File: src/rtl/ym3438_timers.sv
// ---------------------------------------------------------------------------
// ym3438_timers
//
// Timer A / Timer B block of the YM3438 (OPN2) sound chip.
//
// Timer A is a 10-bit up-counter, Timer B an 8-bit up-counter clocked through
// a free-running 4-bit prescaler. Both count on the per-sample tick strobe and
// reload from their programmed value on overflow. Each overflow produces a
// one-MCLK event pulse, can set a sticky flag, and the flags are ORed into
// the interrupt request. A Timer A overflow also produces the channel 3 CSM
// key-on pulse when the channel 3 mode is CSM.
//
// Ports
//   MCLK      in   1   master clock, all state updates on its rising edge
//   IC        in   1   synchronous active-low reset
//   timer_ed  in   1   tick strobe, one MCLK wide, once per sample
//   ta_val    in  10   Timer A reload value
//   tb_val    in   8   Timer B reload value
//   load_a/b  in   1   run levels; 0 keeps the counter preloaded
//   en_a/b    in   1   allow an overflow to set the sticky flag
//   rst_a/b   in   1   flag-clear strobes, one MCLK wide
//   csm_mode  in   2   channel 3 mode, 2'b10 = CSM
//   timer_a/b out  1   sticky overflow flags
//   ovf_a/b   out  1   overflow event pulses, one MCLK each
//   irq       out  1   timer_a | timer_b
//   csm_key   out  1   CSM key-on pulse, coincident with ovf_a
//
// Handshake: there is no valid/ready traffic in this block. timer_ed and
// rst_a/rst_b are single-cycle strobes sampled on the rising MCLK edge; all
// other inputs are levels sampled on the same edge.
// ---------------------------------------------------------------------------
module ym3438_timers (
    input  logic       MCLK,
    input  logic       IC,
    input  logic       timer_ed,
    input  logic [9:0] ta_val,
    input  logic [7:0] tb_val,
    input  logic       load_a,
    input  logic       load_b,
    input  logic       en_a,
    input  logic       en_b,
    input  logic       rst_a,
    input  logic       rst_b,
    input  logic [1:0] csm_mode,
    output logic       timer_a,
    output logic       timer_b,
    output logic       ovf_a,
    output logic       ovf_b,
    output logic       irq,
    output logic       csm_key
);

    localparam logic [9:0] CNT_A_MAX = 10'h3FF;
    localparam logic [7:0] CNT_B_MAX = 8'hFF;
    localparam logic [3:0] PRE_B_MAX = 4'hF;
    localparam logic [1:0] MODE_CSM  = 2'b10;

    // State registers
    logic [9:0] r_cnt_a;
    logic [7:0] r_cnt_b;
    logic [3:0] r_pre_b;
    logic       r_ovf_a;
    logic       r_ovf_b;
    logic       r_timer_a;
    logic       r_timer_b;
    logic       r_csm_key;

    // Next-state values
    logic [9:0] w_cnt_a_nxt;
    logic [7:0] w_cnt_b_nxt;
    logic [3:0] w_pre_b_nxt;
    logic       w_ovf_a_nxt;
    logic       w_ovf_b_nxt;
    logic       w_timer_a_nxt;
    logic       w_timer_b_nxt;
    logic       w_csm_key_nxt;

    // -----------------------------------------------------------------------
    // Timer A: preload while stopped, count while running, reload on wrap.
    // -----------------------------------------------------------------------
    always_comb begin
        w_cnt_a_nxt = r_cnt_a;
        w_ovf_a_nxt = 1'b0;
        if (timer_ed) begin
            if (!load_a) begin
                w_cnt_a_nxt = ta_val;
            end else if (r_cnt_a == CNT_A_MAX) begin
                w_cnt_a_nxt = ta_val;
                w_ovf_a_nxt = 1'b1;
            end else begin
                w_cnt_a_nxt = r_cnt_a + 10'd1;
            end
        end
    end

    // -----------------------------------------------------------------------
    // Timer B: the prescaler runs on every tick regardless of load_b, so the
    // first counter step after starting depends on where the prescaler is.
    // While stopped the counter is preloaded on every tick, not only on
    // prescaler wrap.
    // -----------------------------------------------------------------------
    always_comb begin
        w_pre_b_nxt = r_pre_b;
        w_cnt_b_nxt = r_cnt_b;
        w_ovf_b_nxt = 1'b0;
        if (timer_ed) begin
            w_pre_b_nxt = r_pre_b + 4'd1;
            if (!load_b) begin
                w_cnt_b_nxt = tb_val;
            end else if (r_pre_b == PRE_B_MAX) begin
                if (r_cnt_b == CNT_B_MAX) begin
                    w_cnt_b_nxt = tb_val;
                    w_ovf_b_nxt = 1'b1;
                end else begin
                    w_cnt_b_nxt = r_cnt_b + 8'd1;
                end
            end
        end
    end

    // -----------------------------------------------------------------------
    // Sticky flags: an enabled overflow sets the flag on the same edge the
    // event pulse rises, and takes priority over a coincident clear.
    // en_x only gates setting; it never clears an existing flag.
    // -----------------------------------------------------------------------
    always_comb begin
        w_timer_a_nxt = r_timer_a;
        w_timer_b_nxt = r_timer_b;
        if (w_ovf_a_nxt && en_a) begin
            w_timer_a_nxt = 1'b1;
        end else if (rst_a) begin
            w_timer_a_nxt = 1'b0;
        end
        if (w_ovf_b_nxt && en_b) begin
            w_timer_b_nxt = 1'b1;
        end else if (rst_b) begin
            w_timer_b_nxt = 1'b0;
        end
    end

    // CSM key-on follows every Timer A overflow in CSM mode, independent of en_a.
    always_comb begin
        w_csm_key_nxt = w_ovf_a_nxt && (csm_mode == MODE_CSM);
    end

    // -----------------------------------------------------------------------
    // Register update. Reset discards any count in progress and leaves the
    // prescaler at zero, so the first tick after release sees pre_b == 0.
    // -----------------------------------------------------------------------
    always_ff @(posedge MCLK) begin
        if (!IC) begin
            r_cnt_a   <= '0;
            r_cnt_b   <= '0;
            r_pre_b   <= '0;
            r_ovf_a   <= 1'b0;
            r_ovf_b   <= 1'b0;
            r_timer_a <= 1'b0;
            r_timer_b <= 1'b0;
            r_csm_key <= 1'b0;
        end else begin
            r_cnt_a   <= w_cnt_a_nxt;
            r_cnt_b   <= w_cnt_b_nxt;
            r_pre_b   <= w_pre_b_nxt;
            r_ovf_a   <= w_ovf_a_nxt;
            r_ovf_b   <= w_ovf_b_nxt;
            r_timer_a <= w_timer_a_nxt;
            r_timer_b <= w_timer_b_nxt;
            r_csm_key <= w_csm_key_nxt;
        end
    end

    assign timer_a = r_timer_a;
    assign timer_b = r_timer_b;
    assign ovf_a   = r_ovf_a;
    assign ovf_b   = r_ovf_b;
    assign csm_key = r_csm_key;
    assign irq     = r_timer_a | r_timer_b;

endmodule

File: config.mk
export PLATFORM = sky130hd
export DESIGN_NAME = ym3438_timers
export DESIGN_NICKNAME = d
export VERILOG_FILES = /design/src/rtl/ym3438_timers.sv
export SDC_FILE = /design/constraint.sdc
export NUM_CORES = 1
export LEC_CHECK = 0
export ABC_CLOCK_PERIOD_IN_PS = 1750
export BUFFER_PORTS_ARGS = -buffer_cell sky130_fd_sc_hd__buf_2
export CAP_MARGIN = 20
export CORE_UTILIZATION = 53
export DETAILED_ROUTE_END_ITERATION = 8
export HOLD_SLACK_MARGIN = 0.08
export PLACE_DENSITY = 0.78
export SYNTH_ARGS = -nofsm -noshare
export SYNTH_HDL_FRONTEND = slang
export SYNTH_SLANG_ARGS = --single-unit
File: constraint.sdc
create_clock -name MCLK -period 1.75 [get_ports MCLK]
set_clock_uncertainty 0.1 [all_clocks]
set_input_delay 0.4375 -clock MCLK [delete_from_list [all_inputs] [get_ports MCLK]]
set_output_delay 0.4375 -clock MCLK [all_outputs]
set_load 0.05 [all_outputs]
==> out/metrics.cfg, run 1 <==
[run_status]
status=complete, no violations

[routing]
viasPerCell=6.169
finalWirelength_mm=3.984
drc=0
antenna_left=0
routedWlPerCell_um=14.65
drtPass1Iterations=5
vias=1678
drtIter0Drc=123

[placed_design]
dp.cells=264
dpl_cell_area_um2=1849
place_hpwl_mm=2.837
io_buffers=34
place.gp.congestion=0.9846

[floorplan]
start_util_pct=56.28
row_count=19
io-pin-count=35
dieArea_um2=3175
design.core.area_um2=2781
die_x_um=56.35
die_h_um=56.35

[cells_and_area]
finalInstanceArea_um2=1953
final_core_util_pct=70.22
layout.area.seq_um2=545.5
drive_gt1_share_pct=30.29
n_antenna_cell=0
syn_to_final_growth_pct=24.78
multi_input_area_um2=989.7
n_fill_cell=219
nets=274
finalNonFillerCells=272

[global_route]
antenna_found_initial=0
grt_usage_pct=24.85
overflow=0
grt_pass1_wl_mm=6.437
grt_pass1_vias=1491
grt_max_degree=17

[critical_path]
path_delay_family=compound AO/OA/AOI/OAI gates
required_ns=1.91
crit_buf_inv=1
cpPeakStageDelay_ns=0.49
cpMaxStageDelayCell=o31ai_4
crit_arrival_ns=1.88
end_kind=flip-flop
start_kind=flip-flop
cp_max_fo=8
crit_type=flip-flop to flip-flop
path_cells=nand4_1 -> o31ai_4 -> buf_4 -> a21o_1 -> a21oi_1

[clocking]
cts.sinks=27
clock_latency_ns=0.34
numCtsBuffers=3
hold_buffers=0
htree_levels=1
cts_tree=yes
cts_root_buf=clkbuf_4
clk_pin_slew_ns=0.17
clk_path_buf_depth=2

[synthesis]
syn_nets=224
ys_warn_count=0
yosysTopAreaCell=dfxtp_1
synth_seq_cells=27
ys.flop_type=dfxtp_1
netlist_area_um2=1565
synth_edf_count=0
synth_cells=192
yosys-top-cells-area=dfxtp_1, nand2_1, nand3_1, nand4_1, o21ai_0
async_flop_share_pct=0
netlist.area_leader.share_pct=34.53
ys_seq_area_share_pct=34.53
synth_area_per_cell_um2=8.152
ys_types=49

[timing]
final_max_slew_viol_count=0
setup_viol=0
max_slew.worst_pin.slew_ns=0.3877
hold_viol=0
setup_tns_ns=0
min_period_ns=1.725
fmax_ghz=0.5798
finalCritPeriodShare_pct=98.55
slew_headroom_pct=74.16

[pwr]
total_leakage_power_nw=0.7946
power_density_nw_per_um2=602.6
p_total_mw=1.177
vdd_drop_max_uv=449.1

[run]
maxCapViolations=0

[worst_hold_path]
min_path_type=primary input to flip-flop

-- cell usage after synthesis, drive strengths merged, types with 3 or more instances --
| cell type | number |
|---|---|
| a21oi | 8 |
| a31oi | 6 |
| and3 | 5 |
| buf | 5 |
| clkbuf | 4 |
| dfxtp | 27 |
| ha | 3 |
| inv | 7 |
| mux2i | 3 |
| nand2 | 23 |
| nand3 | 15 |
| nand3b | 3 |
| nand4 | 9 |
| nand4b | 3 |
| nor2 | 9 |
| nor4 | 6 |
| o211ai | 4 |
| o21a | 4 |
| o21ai | 11 |
| or2 | 3 |
-- worst register-to-register path: cells and delay by family (launching register included) --
kind	cells	cell delay [ns]
compound gates	3	0.62
flops	1	0.47
simple gates	1	0.29
buf+inv	1	0.18
-- area by class of cell --
class / instances / share of cell area, %
clock inverters: 1 / 0.3844
multi-input cells: 149 / 50.67
inverters: 7 / 1.345
clock buffers: 3 / 1.153
repair buffers: 54 / 16.53
flip-flops and latches: 27 / 27.93
well taps: 31 / 1.986
-- timing repair --
action / 4_1_cts / 5_1_grt
gates resized for setup: 0 / 12
setup endpoints to repair: 0 / 13
setup buffers: 0 / 4
-- stage by stage --
stage,setup slack [ns],hold slack (ns)
2_1_floorplan,0.1435,0.3803
3_3_place_gp,0.1053,0.3661
3_5_place_dp,0.04281,0.3616
4_1_cts,0.007576,0.1388
5_1_grt,-0.05167,0.1297
6_report,0.02539,0.1380
-- where the power goes --
part | internal, mW | switching [mW]
clock | 0.0875 | 0.207
combinational | 0.0992 | 0.100
sequential | 0.644 | 0.0393
-- per-layer routing --
metal | global-route usage, % | part of all wire [%] | wire length [um] | up-vias
li1 | - | - | - | 828
met1 | 33.86 | 44 | 1766 | 760
met2 | 40.48 | 47 | 1870 | 84
met3 | 3.226 | 7.6 | 302 | 6
met4 | 8.711 | 1.1 | 44 | 0
met5 | 0 | 0 | 0 | -
-- flip-flops by register name, indices dropped and copies added, names as in the netlist --
register and count:
r_cnt_a 10, r_cnt_b 8, r_pre_b 4, csm_key 1, ovf_a 1, ovf_b 1, timer_a 1, timer_b 1
-- cells by family after synthesis --
kind of cell	Yosys count	share of synthesized area (%)
flops	27	34.53
compound gates	53	24.30
mux	3	1.919
xor+xnor	3	1.679
fa+ha+maj	3	2.398
simple gates	87	30.62
buf+inv	16	4.556
-- cells in the final DEF (no fill, tap or decap), types with 2 or more instances in the layout --
cell and n:
a21boi_0 2, a21o_1 2, a21oi_1 8, a2bb2oi_1 2
a31oi_1 6, and3_1 5, and4_1 2, buf_2 33
buf_4 21, clkbuf_4 3, dfxtp_1 25, ha_1 2
inv_1 7, mux2i_1 3, nand2_1 23, nand3_1 12
nand3_2 2, nand3b_1 3, nand4_1 9, nand4b_1 3
nor2_1 9, nor3_1 2, nor4_1 4, o2111ai_1 2
o211ai_1 4, o21a_1 4, o21ai_0 8, o21ai_2 2
o221ai_1 2, o31a_1 2, or2_2 2, xor2_1 2
-- worst paths after layout --
check | cells after the start | endpoint | from | slack [ns]
max | 5 | r_cnt_a[3] | r_cnt_a[5] | 0.03
min | 2 | csm_key | csm_mode[0] | 0.14
max reg2reg | 5 | r_cnt_a[3] | r_cnt_a[5] | 0.03
min reg2reg | 2 | timer_a | timer_a | 0.40
Power figures use the tool's default switching activity.
==> run 2, diff against run 1 <==
==> constraint.sdc (replaced) <==
create_clock -name MCLK -period 1.75 [get_ports MCLK]
set_clock_uncertainty 0.1 [all_clocks]
set_input_delay 0.4375 -clock MCLK [delete_from_list [all_inputs] [get_ports MCLK]]
set_output_delay 0.4375 -clock MCLK [all_outputs]
set_load 0.005 [all_outputs]
==> run 2 against run 1 <==
Effect of this change:
- clock power is essentially flat
- global-route usage is the same
- hold slack is essentially flat
- critical endpoint unchanged
- first-iteration DRC count shrank 13%
- non-clock buffer count is the same
- critical path type unchanged
- die area is the same
- sequential power is essentially flat
- design area shrank 0.13%
- sequential share of layout area is essentially flat
- combinational power is essentially flat
==> out/metrics.cfg, run 2 (synthesized netlist as in run 1, its figures left out) <==
[clocking]
numCtsBuffers=3  ; unchanged
htree_levels=1  ; unchanged
clk_path_buf_depth=2  ; unchanged
cts_root_buf=clkbuf_4
clk_pin_slew_ns=0.16  ; about the same
cts.sinks=27  ; unchanged
cts_tree=yes
hold_buffers=0  ; unchanged
clock_latency_ns=0.34  ; about the same

[pwr]
p_total_mw=1.175  ; -0.18%
vdd_drop_max_uv=449.1  ; about the same
total_leakage_power_nw=0.7947  ; about the same
power_density_nw_per_um2=602.3  ; about the same

[floorplan]
die_h_um=56.35  ; unchanged
row_count=19  ; unchanged
dieArea_um2=3175  ; unchanged
start_util_pct=56.28  ; unchanged
die_x_um=56.35  ; unchanged
io-pin-count=35  ; unchanged
design.core.area_um2=2781  ; unchanged

[cells_and_area]
finalInstanceArea_um2=1951  ; -0.13%
multi_input_area_um2=989.7  ; unchanged
n_antenna_cell=0  ; unchanged
syn_to_final_growth_pct=24.62
layout.area.seq_um2=545.5  ; unchanged
largest_reg_flops=10  ; unchanged
top_register=r_cnt_a
n_fill_cell=218  ; -0.46%
finalNonFillerCells=272  ; unchanged
layout_common_cells=buf_2, dfxtp_1, nand2_1
nets=274  ; unchanged
drive_gt1_share_pct=30.29  ; unchanged
final_common_cell=buf_2
largest_registers=r_cnt_a (10), r_cnt_b (8), r_pre_b (4)

[critical_path]
crit_buf_inv=1  ; unchanged
cpPeakStageDelay_ns=0.49  ; about the same
crit_arrival_ns=1.88  ; about the same
cpMaxStageDelayCell=o31ai_4
required_ns=1.90  ; about the same
end_kind=flip-flop
path_delay_family=compound AO/OA/AOI/OAI gates
start_kind=flip-flop
crit_type=flip-flop to flip-flop
path_cells=nand4_1 -> o31ai_4 -> buf_4 -> a21o_1 -> a21oi_1
cp_max_fo=8  ; unchanged

[timing]
final_max_slew_viol_count=0  ; unchanged
min_period_ns=1.722  ; -0.002375 ns
slew_headroom_pct=74.19  ; about the same
hold_viol=0  ; unchanged
max_slew.worst_pin.slew_ns=0.3871  ; -0.0005262 ns
finalCritPeriodShare_pct=98.41  ; -0.14 points
layout_setup_ws_ns=0.02776  ; +0.002375 ns
fmax_ghz=0.5806  ; +0.14%
setup_viol=0  ; unchanged

[global_route]
grt_usage_pct=24.85  ; unchanged
overflow=0  ; unchanged
antenna_found_initial=0  ; unchanged
grt_max_degree=17  ; unchanged
grt_pass1_vias=1491  ; unchanged
grt_pass1_wl_mm=6.437  ; unchanged

[routing]
drtIter0Drc=107  ; -13%
finalWirelength_mm=3.975  ; -0.23%
antenna_left=0  ; unchanged
viasPerCell=6.224  ; +0.89%
routedWlPerCell_um=14.61  ; -0.23%
vias=1693  ; +0.89%
drtPass1Iterations=5  ; unchanged
drc=0  ; unchanged

[placed_design]
dp.cells=264  ; unchanged
io_buffers=34  ; unchanged
place.gp.congestion=0.9846  ; unchanged
dpl_worst_slack_ns=0.04281  ; unchanged
dpl_cell_area_um2=1849  ; unchanged
place_hpwl_mm=2.837  ; unchanged

[worst_hold_path]
min_path_type=primary input to flip-flop

[run_status]
status=complete, no violations

[run]
maxCapViolations=0  ; unchanged

==> run 2: cell counts in the layout (fill, tap and decap cells not counted) <==
No cell type changed its count.
==> run 2: metrics by stage <==
| step | hold slack (ns) | utilization [%] | TNS (ns) |
|---|---|---|---|
| 2_1_floorplan | 0.3689 | - | 0 |
| 3_3_place_gp | 0.3661 | 66.49 | 0 |
| 3_5_place_dp | 0.3616 | 66.49 | 0 |
| 4_1_cts | 0.1388 | 67.57 | 0 |
| 5_1_grt | 0.1297 | 70.13 | -0.1130 |
| 6_report | 0.1385 | 70.13 | 0 |
==> run 2: repair_timing <==
| item | in CTS | in global routing |
|---|---|---|
| buffers inserted | 0 | 4 |
| gates resized for setup | 0 | 10 |
| setup endpoints to repair | 0 | 12 |
==> run 2: worst paths after layout <==
check | startpoint | end | slack [ns] | depth (start not counted)
max | r_cnt_a[5] | r_cnt_a[3] | 0.03 | 5
min | csm_mode[0] | csm_key | 0.14 | 2
max reg2reg | r_cnt_a[5] | r_cnt_a[3] | 0.03 | 5
min reg2reg | timer_a | timer_a | 0.40 | 2
==> run 2: final cells by class <==
type	count	area share [%]
Multi-Input combinational cell	149	50.74
Sequential cell	27	27.97
Timing Repair Buffer	54	16.42
Tap cell	31	1.988
Inverter	7	1.347
Clock buffer	3	1.155
Clock inverter	1	0.3849
==> run 2: per-layer routing <==
metal  part of all wire [%]  vias up  track usage, %
met5                      0        -               0
met4                    1.3        0           8.711
met3                    8.1        8           3.226
met2                     47       90           40.48
met1                     44      767           33.86
li1                       -      828               -
==> run 2: power by group <==
group / switching [mW] / internal (mW) / total [mW]
Clock: 0.204 / 0.0875 / 0.292
Combinational: 0.101 / 0.0992 / 0.200
Sequential: 0.0393 / 0.644 / 0.683
Total: 0.344 / 0.831 / 1.17
